[src/rtl/bram_loader.sv]
// bram_loader
// Stages pipe-endpoint words into full-width BRAM lines. Each line holds
// BURST_LEN fp16 elements. Completed lines go to an auto-incrementing write
// address. The block counts committed lines, raises done at a nonzero line
// limit, and flags words that arrive after done.
//
// Ports
//   clk, rst_n         rising-edge clock, async active-low reset
//   clear_i            synchronous clear, same effect as reset, highest priority
//   pack_mode_i        0: one element per word, 1: two elements ([15:0] first)
//   line_limit_i       expected line count, 0 = unlimited
//   flush_i            commit the partial line zero-padded (pulse)
//   in_valid_i/in_data_i  pipe write strobe and data
//   ram_wr_en_o/ram_addr_o/ram_data_o  registered BRAM write port
//   lines_written_o    lines committed since clear (saturating)
//   done_o             sticky, lines_written reached a nonzero line_limit
//   overflow_o         sticky, a word arrived while done was set
module bram_loader #(
  parameter int BURST_LEN = 8,
  parameter int ADDR_W    = 13,
  parameter int DATA_W    = 16
) (
  input  logic                        clk,
  input  logic                        rst_n,
  input  logic                        clear_i,
  input  logic                        pack_mode_i,
  input  logic [ADDR_W:0]             line_limit_i,
  input  logic                        flush_i,
  input  logic                        in_valid_i,
  input  logic [31:0]                 in_data_i,
  output logic                        ram_wr_en_o,
  output logic [ADDR_W-1:0]           ram_addr_o,
  output logic [DATA_W*BURST_LEN-1:0] ram_data_o,
  output logic [ADDR_W:0]             lines_written_o,
  output logic                        done_o,
  output logic                        overflow_o
);

  localparam int CNT_W = $clog2(BURST_LEN);

  typedef logic [BURST_LEN-1:0][DATA_W-1:0] line_t;

  logic [CNT_W-1:0]  count_q, count_d;
  logic [CNT_W-1:0]  idx_hi;
  logic [CNT_W:0]    cnt_sum;
  line_t             pack_q, pack_d;
  line_t             line_w;
  logic              carry_v;
  logic              commit;
  logic              accept;
  logic [DATA_W-1:0] elem_lo, elem_hi;
  logic [ADDR_W-1:0] addr_q;
  logic [ADDR_W:0]   lines_q, lines_d;
  logic              done_q, overflow_q;
  logic              ram_wr_en_q;
  logic [ADDR_W-1:0] ram_addr_q;
  line_t             ram_data_q;

  assign accept  = in_valid_i & ~done_q;
  assign elem_lo = in_data_i[DATA_W-1:0];
  assign elem_hi = in_data_i[16 +: DATA_W];
  assign idx_hi  = count_q + CNT_W'(1);

  // Unfilled lanes of pack_q are always zero (cleared on every commit), so a
  // flushed line comes out zero-padded without extra masking.
  always_comb begin
    line_w  = pack_q;
    cnt_sum = {1'b0, count_q};
    carry_v = 1'b0;
    if (accept) begin
      line_w[count_q] = elem_lo;
      if (!pack_mode_i) begin
        cnt_sum = {1'b0, count_q} + (CNT_W+1)'(1);
      end else if (count_q == CNT_W'(BURST_LEN-1)) begin
        // low half closes the line, high half spills into lane 0 of the next
        carry_v = 1'b1;
        cnt_sum = (CNT_W+1)'(BURST_LEN);
      end else begin
        line_w[idx_hi] = elem_hi;
        cnt_sum = {1'b0, count_q} + (CNT_W+1)'(2);
      end
    end
  end

  // A word-completed line and a flush can never produce two writes in one
  // cycle: the flush only acts when the word did not already commit.
  always_comb begin
    commit = 1'b0;
    if (cnt_sum == (CNT_W+1)'(BURST_LEN)) begin
      commit = 1'b1;
    end else if (flush_i && !done_q && (cnt_sum != '0)) begin
      commit = 1'b1;
    end
  end

  always_comb begin
    pack_d  = line_w;
    count_d = cnt_sum[CNT_W-1:0];
    if (commit) begin
      pack_d  = '0;
      count_d = '0;
      if (carry_v) begin
        pack_d[0] = elem_hi;
        count_d   = CNT_W'(1);
      end
    end
  end

  assign lines_d = (lines_q == '1) ? lines_q : lines_q + (ADDR_W+1)'(1);

  always_ff @(posedge clk or negedge rst_n) begin
    if (!rst_n) begin
      count_q     <= '0;
      pack_q      <= '0;
      addr_q      <= '0;
      lines_q     <= '0;
      done_q      <= 1'b0;
      overflow_q  <= 1'b0;
      ram_wr_en_q <= 1'b0;
      ram_addr_q  <= '0;
      ram_data_q  <= '0;
    end else if (clear_i) begin
      count_q     <= '0;
      pack_q      <= '0;
      addr_q      <= '0;
      lines_q     <= '0;
      done_q      <= 1'b0;
      overflow_q  <= 1'b0;
      ram_wr_en_q <= 1'b0;
      ram_addr_q  <= '0;
      ram_data_q  <= '0;
    end else begin
      count_q     <= count_d;
      pack_q      <= pack_d;
      ram_wr_en_q <= commit;
      if (commit) begin
        ram_addr_q <= addr_q;
        ram_data_q <= line_w;
        addr_q     <= addr_q + ADDR_W'(1);
        lines_q    <= lines_d;
        if ((line_limit_i != '0) && (lines_d == line_limit_i)) begin
          done_q <= 1'b1;
        end
      end
      if (in_valid_i && done_q) begin
        overflow_q <= 1'b1;
      end
    end
  end

  assign ram_wr_en_o     = ram_wr_en_q;
  assign ram_addr_o      = ram_addr_q;
  assign ram_data_o      = ram_data_q;
  assign lines_written_o = lines_q;
  assign done_o          = done_q;
  assign overflow_o      = overflow_q;

endmodule

[config.mk]
export PLATFORM = sky130hd
export DESIGN_NAME = bram_loader
export DESIGN_NICKNAME = d
export VERILOG_FILES = /design/src/rtl/bram_loader.sv
export SDC_FILE = /design/constraint.sdc
export NUM_CORES = 1
export LEC_CHECK = 0
export ABC_AREA = 1
export ABC_CLOCK_PERIOD_IN_PS = 2900
export CORE_MARGIN = 2
export CORE_UTILIZATION = 40
export CTS_BUF_LIST = sky130_fd_sc_hd__clkbuf_4 sky130_fd_sc_hd__clkbuf_8 sky130_fd_sc_hd__clkbuf_16
export DETAILED_ROUTE_END_ITERATION = 8
export PLACE_DENSITY = 0.64
export SYNTH_ARGS = -nofsm -noshare
export SYNTH_HDL_FRONTEND = slang
export SYNTH_SLANG_ARGS = --single-unit
[constraint.sdc]
create_clock -name clk -period 2.9 [get_ports clk]
set_clock_uncertainty 0.2 [all_clocks]
set_input_delay 0.58 -clock clk [delete_from_list [all_inputs] [get_ports clk]]
set_output_delay 0.58 -clock clk [all_outputs]
set_load 0.01 [all_outputs]
==> results.yml, run 1 <==
pwr:
  irDropWorstVdd_uv: 316.0
  powerDensity_mw_per_mm2: 566.3
  total_power_mw: 11.14
  p_leak_nw: 9.235
floorplan:
  io_pins: 210
  die_width_um: 199.0
  dieHeight_um: 199.0
  initial_core_util: 0.4048
  core_area_sq_mm: 0.03758
  fp-row-count: 71
  die_area_sq_mm: 0.03960
synthesis:
  synth_simple_gate_area_frac: 0.1754
  postSynthNetCount: 1847
  ys_seq_area_frac: 0.4969
  synth_area_sq_mm: 0.01521
  synth_xor_area_frac: 0.004607
  muxShareOfSynthArea: 0.07371
  synth_compound_area_frac: 0.1802
  synth_cell_types: 30
  synth-seq-cells: 302
  synth_top_family_by_area: "compound AO/OA/AOI/OAI gates"
  synth_cells: 1787
  synthAdderAreaFrac: 0.006581
  yosysWarnings: 0
  syn_avg_cell_area_sq_um: 8.511
final_layout:
  layout.nets: 2068
  drive_gt1_frac: 0.08719
  area.growth.synth_to_final_pct: 29.29
  fill_cells: 3541
timing:
  setup_tns_ns: 0
  maxSlewViolCount: 0
  worst_pin_slew_ns: 0.7720
  finalHoldViolCount: 0
  grt_setup_unrepaired: "no"
  setup_viol: 0
  period_share: 0.9099
  fmax_mhz: 379.0
  maxSlewHeadroom: 0.4837
  finalCriticalPeriod_ns: 2.639
routing:
  drt_pass1_iterations: 5
  drcViolationCount: 0
  drt-initial-drc-count: 1482
  avgRoutedWirePerCell_um: 20.82
  vias_per_cell: 5.692
  ant_nets: 0
  vias: 14470
  wl_um: 52920
clocking:
  clk_latency_ns: 0.54
  clkTransAtPathRegs_ns: 0.06
  cts_tree: "built"
  numClockSinks: 302
  cts.path.max_buffers: 3
  root_buffer: "clkbuf_16"
  cts_made_buffers: 35
  htree_levels: 2
grt:
  grt_pass1_wl_um: 81320
  antenna_found_initial: 2
  grt-ovfl-total: 0
  grt_usage: 0.2683
  grt_max_degree: 93
  grt_pass1_vias: 13680
worst_setup_path:
  r2r_cells: 12
  critPathKind: "register to register"
  cp-end-kind: "register"
  cp_data_arrival_time_ns: 2.89
  cp_max_fo: 50
  cp-start-kind: "register"
  worstPathRequired_ns: 3.15
min_path:
  holdPathStages: 2
  worstHoldPathType: "register to register"
run:
  drv_cap: 0
placed_design:
  dp_hpwl_um: 35080
  globalplace.congestion: 0.8673
  io_buffers: 209
outcome:
  outcome: "finished, final reports clean"
[layout by cell type, fill, tap and decap left out, drive strengths merged, types with 48 or more instances in the layout]
cell and count:
a21oi 52, buf 104, clkbuf 48, clkdlybuf4s50 208, dfrtp 302, inv 96, mux2i 112, nand2 176
nand3 198, nor2 219, o21ai 326, o22ai 116
[worst max-delay path, cell delays in order (launching register included)]
cell and delay (ns):
dfrtp_1 0.41, ha_1 0.20, ha_2 0.32, nand2_1 0.11, nand3_1 0.08, o21ai_1 0.16, nand3_1 0.12, nand2_1 0.11
nand2_4 0.11, nor2_4 0.13, clkinv_2 0.16, buf_12 0.21, o21ai_0 0.20
[repair_timing]
action	CTS	global route
endpoints found under the setup margin	0	12
setup buffers	0	0
gates resized for setup	0	2
hold endpoints to repair	51	0
hold buffers	1	0
[power by group]
part	switching [mW]	internal (mW)	total (mW)	leakage, nW
registers	0.164	4.47	4.63	4.12
logic	1.20	0.807	2.01	4.54
clock network	1.84	2.65	4.49	0.577
total	3.20	7.93	11.1	9.24
[synthesized netlist by cell type (all sizes together)]
master,number,share of area
nor3,11,0.0036
o22ai,116,0.048
clkinv,1,0.00025
nand2,176,0.044
xnor2,1,0.00058
clkbuf,79,0.019
nor2,219,0.055
nand3b,1,0.00049
dfrtp,302,0.50
o211ai,16,0.0079
nand3,198,0.065
nand4,14,0.0058
buf,50,0.019
ha,8,0.0066
o21ai,326,0.11
xor2,7,0.0040
a21oi,52,0.017
mux2i,112,0.074
nor4,2,0.0012
inv,96,0.024
[final timing paths]
check	to	slack, ns	from
worst max-delay path	ram_data_o[68]	0.26	count_q[1]
worst min-delay path	ram_data_o[115]	0.31	ram_data_o[115]
min in group asynchronous	pack_q[104]	0.38	rst_n
max in group asynchronous	overflow_o	1.16	rst_n
worst max register to register	ram_data_o[68]	0.26	count_q[1]
worst min register to register	ram_data_o[115]	0.31	ram_data_o[115]
[routing by layer]
layer / track usage / wire length [um]
met1: 0.3779 / 22640
met5: 0 / 12
met2: 0.4084 / 24160
met4: 0.1028 / 1808
met3: 0.05205 / 4297
[flip-flops by register name, indices dropped and copies added, names as in the netlist]
signal	flops
pack_q	128
ram_data_o	128
lines_written_o	14
addr_q	13
ram_addr_o	13
count_q	3
done_o	1
overflow_o	1
ram_wr_en_o	1
[cell families after synthesis]
logic type	count (synthesis)
adders and majority gates	8
DFF	302
muxes	112
buffers and inverters	226
xor gates and xnor gates	8
and+or+nand+nor	621
AOI/OAI and AO/OA	510
[metrics by stage]
step                hold WS (ns)    util  instances  worst slack (ns)  cell area [sq um]
global route              0.3442  0.5232       2541           0.06200              19660
CTS                       0.3175  0.5232       2541            0.1904              19660
detailed placement        0.3019  0.4919       2481          -0.01640              18480
finish                    0.3091  0.5233       2542            0.2612              19660
floorplan                0.08441       -       1787            0.5230              15210
global placement          0.2959  0.4919       2481           0.09493              18480
[area by class of cell]
class / instances / area, sq um / share of cell area
Clock buffer: 48 / 1017 / 0.05173
Multi-Input combinational cell: 1259 / 6726 / 0.3421
Clock inverter: 11 / 147.6 / 0.007508
Timing Repair Buffer: 313 / 3206 / 0.1630
Antenna cell: 1 / 2.502 / 0.0001273
Inverter: 97 / 367.9 / 0.01871
Tap cell: 511 / 639.4 / 0.03251
Sequential cell: 302 / 7557 / 0.3843
Power figures use the tool's default switching activity.
==> inputs of run 2 (changes only) <==
CTS_CLUSTER_DIAMETER = 30   (was not set)
==> results.yml, run 2 (same netlist as run 1, synthesis figures left out) <==
pwr:
  total_power_mw: 15.62
  p_leak_nw: 9.981
  irDropWorstVdd_uv: 406.1
  powerDensity_mw_per_mm2: 735.9
worst_setup_path:
  cp-end-kind: "register"
  critPathKind: "register to register"
  cp-start-kind: "register"
  timing.reg2reg.setup_slack_ns: 0.25
  cp_max_fo: 46
  cp_data_arrival_time_ns: 2.92
  r2r_cells: 12
  worstPathRequired_ns: 3.17
  reg2reg_from: "count_q[1]"
  rr_endpoint: "ram_data_o[73]"
timing:
  finalCriticalPeriod_ns: 2.651
  setup_viol: 0
  setup_tns_ns: 0
  holdWs_ns: 0.3090
  grt_setup_unrepaired: "no"
  maxSlewHeadroom: 0.4635
  finalHoldViolCount: 0
  worst_pin_slew_ns: 0.8022
  fmax_mhz: 377.3
  maxSlewViolCount: 0
  period_share: 0.9140
grt:
  grt_usage: 0.2763
  grt_pass1_wl_um: 83630
  grt_max_degree: 93
  grt_pass1_vias: 14440
  antenna_found_initial: 2
  grt-ovfl-total: 0
floorplan:
  die_width_um: 199.0
  initial_core_util: 0.4048
  core_area_sq_mm: 0.03758
  io_pins: 210
  die_area_sq_mm: 0.03960
  dieHeight_um: 199.0
  fp-row-count: 71
routing:
  drt_pass1_iterations: 6
  vias: 14980
  wl_um: 54550
  drt-initial-drc-count: 1628
  drcViolationCount: 0
  avgRoutedWirePerCell_um: 20.84
  vias_per_cell: 5.720
  ant_nets: 0
final_layout:
  mostFrequentLayoutCells: "dfrtp_1 (302), o21ai_0 (277), nor2_1 (214)"
  area.growth.synth_to_final_pct: 39.53
  layout.nets: 2107
  mostFrequentLayoutCell: "dfrtp_1"
  diodes: 0
  final_area_sq_mm: 0.02122
  drive_gt1_frac: 0.1206
  fill_cells: 3375
  fin_util: 0.5647
clocking:
  root_buffer: "clkbuf_16"
  numClockSinks: 302
  clk_latency_ns: 0.57
  cts_tree: "built"
  clkTransAtPathRegs_ns: 0.05
  cts_made_buffers: 74
  cts.path.max_buffers: 3
  postCtsSetupBuffers: 0
  htree_levels: 3
placed_design:
  io_buffers: 209
  globalplace.congestion: 0.8673
  placed_area_sq_mm: 0.01848
  dp_hpwl_um: 35080
run:
  drv_cap: 0
min_path:
  holdPathStages: 2
  worstHoldPathType: "register to register"
  hp-start: "ram_data_o[115]"
  holdPathEnd: "ram_data_o[115]"
outcome:
  outcome: "finished, final reports clean"
[run 2: layout make-up]
| type | count | area (sq um) | area share |
|---|---|---|---|
| Timing Repair Buffer | 313 | 3206 | 0.1511 |
| Clock inverter | 41 | 594.3 | 0.02801 |
| Tap cell | 511 | 639.4 | 0.03013 |
| Sequential cell | 302 | 7557 | 0.3561 |
| Inverter | 97 | 367.9 | 0.01733 |
| Clock buffer | 95 | 2131 | 0.1004 |
| Multi-Input combinational cell | 1259 | 6726 | 0.3170 |
[run 2: timing repair]
action / in CTS / in global routing
hold endpoints to repair: 51 / 0
hold buffers: 1 / 0
endpoints found under the setup margin: 0 / 21
resized for setup: 0 / 3
[run 2: worst max path at each step]
stage                           from  depth (start not counted)             end
final                     count_q[1]                         12  ram_data_o[73]
after global routing      count_q[1]                         12  ram_data_o[78]
after CTS                 count_q[1]                         12  ram_data_o[73]
after detailed placement  in_valid_i                         12  ram_data_o[56]
after global placement    in_valid_i                         12  ram_data_o[76]
after floorplan           count_q[1]                         12     pack_q[107]
[run 2: through the flow]
| step | setup slack [ns] | instances |
|---|---|---|
| 2_1_floorplan | 0.5230 | 1787 |
| 3_3_place_gp | 0.09493 | 2481 |
| 3_5_place_dp | -0.01640 | 2481 |
| 4_1_cts | 0.1647 | 2618 |
| 5_1_grt | 0.05778 | 2618 |
| 6_report | 0.2495 | 2618 |
[run 2: critical path, stage by stage, from the launching register on]
cell and delay [ns]:
dfrtp_1 0.41, ha_1 0.20, ha_2 0.32, nand2_1 0.11
nand3_1 0.07, o21ai_1 0.15, nand3_1 0.11, nand2_1 0.11
nand2_4 0.11, nor2_4 0.14, clkinv_2 0.16, buf_12 0.20
o21ai_0 0.21
[run 2: routing by layer]
layer | GRT usage | up-vias | share of wire
li1 | - | 6796 | -
met3 | 0.04917 | 147 | 0.084
met2 | 0.4239 | 751 | 0.45
met1 | 0.3815 | 7279 | 0.42
met4 | 0.1260 | 2 | 0.040
met5 | 0 | - | 0.00022
[run 2: power by group]
group | total, mW | internal [mW] | switching, mW
Clock | 8.95 | 6.33 | 2.61
Sequential | 4.65 | 4.48 | 0.167
Combinational | 2.02 | 0.807 | 1.21
